File: config.mk
export PLATFORM = sky130hd
export DESIGN_NAME = multicycle_control_flat
export DESIGN_NICKNAME = d
export VERILOG_FILES = /design/src/rtl/riscv_pkg.sv /design/src/rtl/multicycle_control_if.sv /design/src/rtl/multicycle_control_alu_decoder.sv /design/src/rtl/multicycle_control.sv /design/src/flat_wrapper.sv
export SDC_FILE = /design/constraint.sdc
export NUM_CORES = 1
export LEC_CHECK = 0
export CAP_MARGIN = 20
export CORE_UTILIZATION = 47
export CTS_BUF_LIST = sky130_fd_sc_hd__clkbuf_2
export CTS_CLUSTER_SIZE = 25
export DETAILED_ROUTE_END_ITERATION = 6
export GPL_TIMING_DRIVEN = 0
export HOLD_SLACK_MARGIN = 0.06
export PLACE_DENSITY = 0.81
export SLEW_MARGIN = 25
export SYNTH_ARGS = -nofsm -noshare
export SYNTH_HDL_FRONTEND = slang
export SYNTH_HIERARCHICAL = 1
export SYNTH_SLANG_ARGS = --single-unit
File: constraint.sdc
create_clock -name clk -period 1.9 [get_ports clk]
set_input_delay 0.38 -clock clk [delete_from_list [all_inputs] [get_ports clk]]
set_output_delay 0.38 -clock clk [all_outputs]
set_load 0.05 [all_outputs]
File: src/rtl/riscv_pkg.sv
// Shared encodings for the multicycle RISC-V control unit: opcodes, ALU codes,
// mux select encodings, FSM states and the per-state Moore control word.
package riscv_pkg;

    localparam logic [2:0] AluAdd = 3'b010;
    localparam logic [2:0] AluSub = 3'b110;
    localparam logic [2:0] AluAnd = 3'b000;
    localparam logic [2:0] AluOr  = 3'b001;
    localparam logic [2:0] AluSlt = 3'b111;

    localparam logic [6:0] OpLoad   = 7'b0000011;
    localparam logic [6:0] OpStore  = 7'b0100011;
    localparam logic [6:0] OpRtype  = 7'b0110011;
    localparam logic [6:0] OpItype  = 7'b0010011;
    localparam logic [6:0] OpBranch = 7'b1100011;
    localparam logic [6:0] OpJal    = 7'b1101111;

    typedef enum logic [3:0] {
        StFetch, StDecode, StMemAdr, StMemRead, StMemWb, StMemWrite,
        StExecR, StExecI, StAluWb, StBeq, StJal
    } state_e;

    typedef enum logic [1:0] {ResAluOut = 2'b00, ResData = 2'b01, ResAluResult = 2'b10} result_src_e;
    typedef enum logic [1:0] {SrcAPc = 2'b00, SrcAOldPc = 2'b01, SrcARs1 = 2'b10} src_a_e;
    typedef enum logic [1:0] {SrcBRs2 = 2'b00, SrcBImm = 2'b01, SrcBFour = 2'b10} src_b_e;
    typedef enum logic [1:0] {ImmI = 2'b00, ImmS = 2'b01, ImmB = 2'b10, ImmJ = 2'b11} imm_src_e;
    typedef enum logic [1:0] {AluOpAdd = 2'b00, AluOpSub = 2'b01, AluOpFunct = 2'b10} alu_op_e;

    typedef struct packed {
        logic        adr_src;
        result_src_e result_src;
        src_a_e      alu_src_a;
        src_b_e      alu_src_b;
        alu_op_e     alu_op;
        logic        reg_write;
        logic        mem_write;
        logic        branch;
        logic        pc_update;
        logic        fetch;
    } ctrl_t;

    // Moore control word for a state; unlisted fields stay at their zero encoding.
    function automatic ctrl_t state_ctrl(state_e s);
        ctrl_t c;
        c = '0;
        case (s)
            StFetch: begin
                c.alu_src_b  = SrcBFour;
                c.result_src = ResAluResult;
                c.fetch      = 1'b1;
            end
            StDecode: begin
                c.alu_src_a = SrcAOldPc;
                c.alu_src_b = SrcBImm;
            end
            StMemAdr: begin
                c.alu_src_a = SrcARs1;
                c.alu_src_b = SrcBImm;
            end
            StMemRead:  c.adr_src = 1'b1;
            StMemWb: begin
                c.result_src = ResData;
                c.reg_write  = 1'b1;
            end
            StMemWrite: begin
                c.adr_src   = 1'b1;
                c.mem_write = 1'b1;
            end
            StExecR: begin
                c.alu_src_a = SrcARs1;
                c.alu_op    = AluOpFunct;
            end
            StExecI: begin
                c.alu_src_a = SrcARs1;
                c.alu_src_b = SrcBImm;
                c.alu_op    = AluOpFunct;
            end
            StAluWb:    c.reg_write = 1'b1;
            StBeq: begin
                c.alu_src_a = SrcARs1;
                c.alu_op    = AluOpSub;
                c.branch    = 1'b1;
            end
            StJal: begin
                c.alu_src_a = SrcAOldPc;
                c.alu_src_b = SrcBFour;
                c.pc_update = 1'b1;
            end
            default: ;
        endcase
        return c;
    endfunction

endpackage

File: src/rtl/multicycle_control_if.sv
// Control-unit <-> datapath bundle: instruction fields and flags in, enables and selects out.
interface multicycle_control_if;
    logic [6:0] op;
    logic [2:0] funct3;
    logic       funct7b5;
    logic       zero;
    logic       mem_ready;

    logic       pc_write;
    logic       adr_src;
    logic       mem_write;
    logic       ir_write;
    logic [1:0] result_src;
    logic [1:0] alu_src_a;
    logic [1:0] alu_src_b;
    logic [1:0] imm_src;
    logic       reg_write;
    logic [2:0] alu_control;
    logic       illegal_instr;

    modport master (
        input  op, funct3, funct7b5, zero, mem_ready,
        output pc_write, adr_src, mem_write, ir_write, result_src, alu_src_a, alu_src_b,
               imm_src, reg_write, alu_control, illegal_instr
    );

    modport slave (
        output op, funct3, funct7b5, zero, mem_ready,
        input  pc_write, adr_src, mem_write, ir_write, result_src, alu_src_a, alu_src_b,
               imm_src, reg_write, alu_control, illegal_instr
    );
endinterface

File: src/rtl/multicycle_control_alu_decoder.sv
// ALU decoder: maps the FSM's ALU-op class plus instruction fields to the 3-bit ALU code.
module alu_decoder
    import riscv_pkg::*;
(
    input  logic       op5,
    input  logic [2:0] funct3,
    input  logic       funct7b5,
    input  alu_op_e    alu_op,
    output logic [2:0] alu_control
);

    always_comb begin
        alu_control = AluAdd;
        case (alu_op)
            AluOpSub:   alu_control = AluSub;
            AluOpFunct: begin
                case (funct3)
                    // Only R-type (op[5]=1) subtracts; addi ignores instr[30].
                    3'b000:  alu_control = (op5 && funct7b5) ? AluSub : AluAdd;
                    3'b010:  alu_control = AluSlt;
                    3'b110:  alu_control = AluOr;
                    3'b111:  alu_control = AluAnd;
                    default: alu_control = AluAdd;
                endcase
            end
            default:    alu_control = AluAdd;
        endcase
    end

endmodule

File: src/rtl/multicycle_control.sv
// Multicycle RISC-V control unit: Moore sequencing FSM with registered control word,
// memory-ready stalls and an illegal-instruction pulse in DECODE.
module multicycle_control
    import riscv_pkg::*;
#(
    parameter bit MEM_WAIT_EN = 1'b1
) (
    input logic                   clk,
    input logic                   rst_n,
    multicycle_control_if.master  bus
);

    state_e     state_q, state_d;
    ctrl_t      ctrl_q;
    logic       mem_ready;
    logic       legal;
    logic       fetch_go;
    imm_src_e   imm_src;
    logic [2:0] alu_control;

    assign mem_ready = MEM_WAIT_EN ? bus.mem_ready : 1'b1;

    always_comb begin
        legal = 1'b0;
        case (bus.op)
            OpLoad, OpStore:  legal = (bus.funct3 == 3'b010);
            OpRtype, OpItype: legal = bus.funct3 inside {3'b000, 3'b010, 3'b110, 3'b111};
            OpBranch:         legal = (bus.funct3 == 3'b000);
            OpJal:            legal = 1'b1;
            default:          legal = 1'b0;
        endcase
    end

    always_comb begin
        state_d = StFetch;
        case (state_q)
            StFetch:    state_d = mem_ready ? StDecode : StFetch;
            StDecode: begin
                if (legal) begin
                    case (bus.op)
                        OpLoad, OpStore: state_d = StMemAdr;
                        OpRtype:         state_d = StExecR;
                        OpItype:         state_d = StExecI;
                        OpBranch:        state_d = StBeq;
                        OpJal:           state_d = StJal;
                        default:         state_d = StFetch;
                    endcase
                end
            end
            StMemAdr:   state_d = (bus.op == OpStore) ? StMemWrite : StMemRead;
            StMemRead:  state_d = mem_ready ? StMemWb : StMemRead;
            StMemWb:    state_d = StFetch;
            StMemWrite: state_d = mem_ready ? StFetch : StMemWrite;
            StExecR:    state_d = StAluWb;
            StExecI:    state_d = StAluWb;
            StAluWb:    state_d = StFetch;
            StBeq:      state_d = StFetch;
            StJal:      state_d = StAluWb;
            default:    state_d = StFetch;
        endcase
    end

    // Control word is registered alongside the state so outputs are glitch-free Moore values.
    always_ff @(posedge clk or negedge rst_n) begin
        if (!rst_n) begin
            state_q <= StFetch;
            ctrl_q  <= state_ctrl(StFetch);
        end else begin
            state_q <= state_d;
            ctrl_q  <= state_ctrl(state_d);
        end
    end

    always_comb begin
        case (bus.op)
            OpStore:  imm_src = ImmS;
            OpBranch: imm_src = ImmB;
            OpJal:    imm_src = ImmJ;
            default:  imm_src = ImmI;
        endcase
    end

    alu_decoder u_alu_decoder (
        .op5         (bus.op[5]),
        .funct3      (bus.funct3),
        .funct7b5    (bus.funct7b5),
        .alu_op      (ctrl_q.alu_op),
        .alu_control (alu_control)
    );

    // The FETCH strobes depend on mem_ready, so they are masked while reset is held.
    assign fetch_go = ctrl_q.fetch & mem_ready & rst_n;

    assign bus.pc_write      = ctrl_q.pc_update | fetch_go | (ctrl_q.branch & bus.zero);
    assign bus.ir_write      = fetch_go;
    assign bus.adr_src       = ctrl_q.adr_src;
    assign bus.mem_write     = ctrl_q.mem_write;
    assign bus.reg_write     = ctrl_q.reg_write;
    assign bus.result_src    = ctrl_q.result_src;
    assign bus.alu_src_a     = ctrl_q.alu_src_a;
    assign bus.alu_src_b     = ctrl_q.alu_src_b;
    assign bus.imm_src       = imm_src;
    assign bus.alu_control   = alu_control;
    assign bus.illegal_instr = (state_q == StDecode) & ~legal;

endmodule

File: src/flat_wrapper.sv
// flat-port wrapper written by rule: the top's interface ports become plain ports
module multicycle_control_flat import riscv_pkg::*;
#(
    parameter bit MEM_WAIT_EN = 1'b1
)
  (clk, rst_n, bus_op, bus_funct3, bus_funct7b5, bus_zero, bus_mem_ready, bus_pc_write, bus_adr_src, bus_mem_write, bus_ir_write, bus_result_src, bus_alu_src_a, bus_alu_src_b, bus_imm_src, bus_reg_write, bus_alu_control, bus_illegal_instr);
  multicycle_control_if bus_i ();
  input logic clk;
  input logic rst_n;
  input wire logic [$bits(bus_i.op)-1:0] bus_op;
  input wire logic [$bits(bus_i.funct3)-1:0] bus_funct3;
  input wire logic [$bits(bus_i.funct7b5)-1:0] bus_funct7b5;
  input wire logic [$bits(bus_i.zero)-1:0] bus_zero;
  input wire logic [$bits(bus_i.mem_ready)-1:0] bus_mem_ready;
  output wire logic [$bits(bus_i.pc_write)-1:0] bus_pc_write;
  output wire logic [$bits(bus_i.adr_src)-1:0] bus_adr_src;
  output wire logic [$bits(bus_i.mem_write)-1:0] bus_mem_write;
  output wire logic [$bits(bus_i.ir_write)-1:0] bus_ir_write;
  output wire logic [$bits(bus_i.result_src)-1:0] bus_result_src;
  output wire logic [$bits(bus_i.alu_src_a)-1:0] bus_alu_src_a;
  output wire logic [$bits(bus_i.alu_src_b)-1:0] bus_alu_src_b;
  output wire logic [$bits(bus_i.imm_src)-1:0] bus_imm_src;
  output wire logic [$bits(bus_i.reg_write)-1:0] bus_reg_write;
  output wire logic [$bits(bus_i.alu_control)-1:0] bus_alu_control;
  output wire logic [$bits(bus_i.illegal_instr)-1:0] bus_illegal_instr;
  assign bus_i.op = bus_op;
  assign bus_i.funct3 = bus_funct3;
  assign bus_i.funct7b5 = bus_funct7b5;
  assign bus_i.zero = bus_zero;
  assign bus_i.mem_ready = bus_mem_ready;
  assign bus_pc_write = bus_i.pc_write;
  assign bus_adr_src = bus_i.adr_src;
  assign bus_mem_write = bus_i.mem_write;
  assign bus_ir_write = bus_i.ir_write;
  assign bus_result_src = bus_i.result_src;
  assign bus_alu_src_a = bus_i.alu_src_a;
  assign bus_alu_src_b = bus_i.alu_src_b;
  assign bus_imm_src = bus_i.imm_src;
  assign bus_reg_write = bus_i.reg_write;
  assign bus_alu_control = bus_i.alu_control;
  assign bus_illegal_instr = bus_i.illegal_instr;
  multicycle_control #(.MEM_WAIT_EN(MEM_WAIT_EN)) u_core (.clk(clk), .rst_n(rst_n), .bus(bus_i));
endmodule
======== After elaboration in Yosys (flattened, before gate mapping) ========
Index checks and enable logic that the tools add are counted.
storage, ports and cells
  register bits after elaboration ......... 18
  output and inout bits ................... 17
  logic and storage cells ................. 83
cells by class
  equal/unequal tests ..................... 28
  multiplexer cells ....................... 22
  bitwise operators ....................... 7
  reductions and logical operators ........ 15
operator list
  operator                                        number
  == test 4 x 3 -> 1 bit (second input constant)  7
  case mux 4 bit (6 select lines)                 1
  case mux 4 bit (5 select lines)                 1
  == test 4 x 2 -> 1 bit (second input constant)  4
  == test 4 bit (second input constant)           4
  case mux 2 bit (2 select lines)                 4
  == test 7 x 6 -> 1 bit (second input constant)  2
  == test 7 bit (second input constant)           2
  OR reduction 2 bit                              7
  two-way mux 3 bit                               4
  case mux 3 bit (4 select lines)                 1
  == test 4 x 1 -> 1 bit (second input constant)  2
  logical NOT 4 bit                               2
  == test 7 x 2 -> 1 bit (second input constant)  1
  == test 7 x 5 -> 1 bit (second input constant)  1
  two-way mux 1 bit                               7
  == test 3 bit (second input constant)           2
  case mux 2 bit (3 select lines)                 1
  case mux 3 bit (2 select lines)                 1
  OR reduction 3 bit                              2
  bitwise AND 1 bit                               4
  two-way mux 4 bit                               1
  case mux 1 bit (4 select lines)                 1
  nonzero test 4 bit                              1
  other kinds (8)                                 9

======== Logic depth before layout (Yosys ltp) ========
  word-level depth ........................ 8
  gate-level depth with buffers ........... 7
  depth with buffers taken out ............ 6

======== By module ========
The synthesis kept the hierarchy.
modules (own cells, without submodules)
  module              instances  cells an instance  area each (um^2)
  multicycle_control  1          95                 938.4
  alu_decoder         1          11                 78.8

======== Least setup slack after synthesis ========
Ideal clock, no wire load.
  path type ............................... register -> output
  start point ............................. register u_core/ctrl_q[2] (netlist name)
  end point ............................... output bus_alu_control[2]
  arrival ................................. 1,926 ps
  required time ........................... 1,520 ps
  slack ................................... -406 ps
  stages on the path, launching flop included .. 5
  buffers on the path ..................... 0
  path through ............................ dfrtp_1 inv_1 ha_1 or4b_1 o22ai_1
RTL lines
  what       RTL line            text
  to (decl)  flat_wrapper.sv:24  output wire logic [$bits(bus_i.alu_control)-1:0] bus_alu_control;

==> impl_metrics.sql <==
INSERT INTO impl_metrics (metric_group, metric, value, unit) VALUES
('status', 'outcome', 'complete, but fails checks', ''),
('status', 'violations', 'negative setup slack', ''),
('job', 'max_cap_viol_count', '0', ''),
('timing', 'finalSetupTns', '-237', 'ps'),
('clock_tree', 'clock_tree_from_tritoncts', 'yes', ''),
('worst_setup_path', 'path_buf_inv', '2', ''),
('cells_and_area', 'number_of_nets_in_the_layout', '171', ''),
('cells_and_area', 'post_route_cells_drive_above_1_share', '45.1', '%'),
('synth', 'synth-seq-cells', '16', ''),
('clock_tree', 'cts.sink_count', '16', ''),
('grt', 'grt_first_pass_wirelength', '3840', 'um'),
('cells_and_area', 'nFillCells', '132', ''),
('synth', 'netlist_area_before_placement', '0.00102', 'mm^2'),
('timing', 'final_critical_path_setup_slack', '-237', 'ps'),
('cells_and_area', 'seq_area', '404', 'um^2'),
('die', 'design.die.area', '0.00235', 'mm^2'),
('synth', 'yosys.cell_types.count', '41', ''),
('worst_setup_path', 'worst-path-stages', '5', ''),
('grt', 'globalRouteOverflowTotal', '0', ''),
('die', 'rows', '16', ''),
('pwr', 'p_sw_share', '31.4', '%'),
('timing', 'crit_share_post_route', '112', '%'),
('timing', 'finalSetupViolCount', '1', ''),
('detailed_routing', 'post-route-drc-count', '0', ''),
('worst_setup_path', 'arrival', '1760', 'ps'),
('synth', 'ys_seq_area_share', '39.6', '%'),
('die', 'floorplan.die.width', '48.5', 'um'),
('placement', 'io_buffers', '31', ''),
('grt', 'grt_use_total', '21.0', '%'),
('timing', 'finalHoldViolations', '0', ''),
('timing', 'rsz_0062_raised_after_global_routing', 'yes', ''),
('worst_setup_path', 'worst_path_largest_cell_delay', '480', 'ps'),
('detailed_routing', 'routed_len_inst', '14.6', 'um'),
('synth', 'synthesis.instances', '106', ''),
('clock_tree', 'clock_buffers_created_by_tritoncts', '3', ''),
('clock_tree', 'clockRootBuffer', 'clkbuf_2', ''),
('worst_setup_path', 'critical_path.max_fanout', '3', ''),
('pwr', 'switching_power', '215', 'uW'),
('cells_and_area', 'postLayoutCellArea', '0.00156', 'mm^2'),
('die', 'die_h', '48.5', 'um'),
('synth', 'synthesis.area_per_instance', '9.60', 'um^2'),
('timing', 'tightestPinTransition', '603', 'ps'),
('worst_hold_path', 'min-delay-path-class', 'in -> reg', ''),
('worst_setup_path', 'timing.critical_path.cells', 'inv_2 > ha_4 > or4b_4 > o22ai_2 > buf_6', ''),
('grt', 'first_global_vias', '845', ''),
('detailed_routing', 'postRouteAntennaNets', '0', ''),
('worst_setup_path', 'critical-path-slowest-cell', 'or4b_4', ''),
('cells_and_area', 'antennaDiodeCount', '0', ''),
('pwr', 'max-vdd-ir-drop', '0.320', 'mV'),
('die', 'core_region_area', '0.00200', 'mm^2'),
('worst_setup_path', 'timing.critical_path.to_type', 'primary output', ''),
('placement', 'pre_cts_ws', '-1070', 'ps'),
('pwr', 'p_seq_share', '51.9', '%'),
('pwr', 'internal_cell_power', '470', 'uW'),
('cells_and_area', 'area_of_the_multi_input_gates', '661', 'um^2'),
('timing', 'clock.fmax', '0.468', 'GHz'),
('detailed_routing', 'number_of_design_rule_violations_left_by_the_first_detailed_router_iteration', '30', ''),
('pwr', 'power_density', '438', 'mW/mm^2'),
('synth', 'syn-num-nets', '123', ''),
('timing', 'min_period', '2140', 'ps'),
('die', 'initial_utilization', '50.8', '%'),
('detailed_routing', 'count_of_tritonroute_iterations_in_the_first_routing_pass', '4', ''),
('cells_and_area', 'layout-area-overhead-vs-synth', '53.8', '%'),
('worst_setup_path', 'worst_path_dominant_cell_family', 'simple AND/OR/NAND/NOR gates', ''),
('grt', 'antenna_found_initial', '0', ''),
('pwr', 'power_leakage', '0.729', 'nW'),
('timing', 'slew_violations', '0', ''),
('pwr', 'power.share.combinational', '26.7', '%'),
('worst_setup_path', 'worstSetupStartpointType', 'flip-flop', ''),
('pwr', 'fin_total_pwr', '685', 'uW'),
('timing', 'timing.slew.headroom', '59.7', '%');
## path summary, 6_finish.rpt
path	endpoint	start	slack, ps
max reg2reg	u_core/bus.alu_src_b[1]	u_core/state_q[1]	60
min	u_core/ctrl_q[6]	bus_op[4]	500
min in group asynchronous	u_core/ctrl_q[6]	rst_n	640
min reg2reg	u_core/bus.adr_src	u_core/state_q[3]	580
max in group asynchronous	u_core/state_q[0]	rst_n	830
max	bus_alu_control[2]	u_core/ctrl_q[2]	-240
## synth_stat cells
cell	count	area share, %
a41o_1	1	0.98
o211ai_1	1	0.74
o21ai_0	4	2.0
inv_1	6	2.2
and3_4	1	1.1
or4b_1	1	0.98
nor3b_1	3	2.2
o22ai_1	1	0.62
and3b_1	2	1.7
a32oi_1	1	0.86
buf_4	7	5.2
dfrtp_1	14	34
and3_1	3	1.8
nand2_1	7	2.6
nor4bb_1	1	0.98
nor3_1	2	0.98
nor2b_2	1	0.86
nand3_1	4	2.0
ha_1	2	2.5
o2111ai_1	1	0.86
a21oi_2	1	0.86
a21oi_1	3	1.5
o31ai_1	1	0.74
and2_1	4	2.5
a21bo_2	1	0.98
a31oi_1	1	0.62
nor2_1	10	3.7
a211o_1	2	1.7
nand2b_1	3	1.8
o21bai_1	1	0.74
mux2i_1	1	0.98
a211oi_2	1	1.2
nor2b_1	4	2.5
nand4_1	1	0.62
a31oi_2	1	1.2
o2111ai_2	1	1.5
and4bb_1	1	1.2
dfstp_2	2	5.2
or2_1	2	1.2
a31oi_4	1	2.1
nor3_4	1	1.6
## layout make-up
cell class	count	area share [%]
Multi-Input combinational cell	77	42.2
Sequential cell	16	25.8
Timing Repair Buffer	43	23.5
Buffer	7	3.60
Tap cell	27	2.16
Inverter	6	1.44
Clock buffer	3	0.960
Clock inverter	1	0.240
## flip-flops by register name (all words and copies together) (netlist names)
| register | count |
|---|---|
| u_core/bus.mem_write | 1 |
| u_core/bus.alu_src_a | 2 |
| u_core/ctrl_q | 4 |
| u_core/bus.result_src | 1 |
| u_core/bus.alu_src_b | 2 |
| u_core/bus.reg_write | 1 |
| u_core/state_q | 4 |
| u_core/bus.adr_src | 1 |
## what timing repair did
action | 4_1_cts | 5_1_grt
hold endpoints to repair | 0 | 14
gates resized for setup | 79 | 30
buffers inserted | 4 | 6
setup endpoints to repair | 22 | 10
pin swaps | 6 | 10
hold buffers | 0 | 2
## power by group through the flow
stage	registers (mW)	clock network, mW	logic, mW
final	0.356	0.147	0.183
after global routing	0.357	0.168	0.194
after detailed placement	0.361	0	0.166
after CTS	0.355	0.151	0.168
after global placement	0.361	0	0.165
after floorplan	0.360	0	0.0930
## kinds of logic (layout without fill, tap and decap cells)
group / after synthesis / after routing / share of synthesized area (%)
buffers and inverters: 13 / 60 / 7.38
muxes: 1 / 1 / 0.984
adders and majority gates: 2 / 2 / 2.46
DFF: 16 / 16 / 39.6
and+or+nand+nor: 51 / 51 / 30.4
AOI/OAI and AO/OA: 23 / 23 / 19.2
## per-layer routing
metal / up-vias / GRT usage (%) / part of all wire (%)
li1: 472 / - / -
met1: 466 / 27.9 / 42
met2: 34 / 34.7 / 52
met3: 6 / 4.72 / 4.7
met4: 0 / 5.39 / 1.1
met5: - / 0 / 0
## tightest hold or removal path: stages
cell and delay [ps]:
buf_2 160, nand2b_1 160, nor3b_1 70
## through the flow
step	cells	util, %	hold WS (ps)
2_1_floorplan	106	-	84.4
3_3_place_gp	164	68.8	510
3_5_place_dp	164	68.8	527
4_1_cts	172	74.0	70.2
5_1_grt	180	78.1	469
6_report	180	78.1	497
No activity file was read; power rests on OpenSTA's default activity.
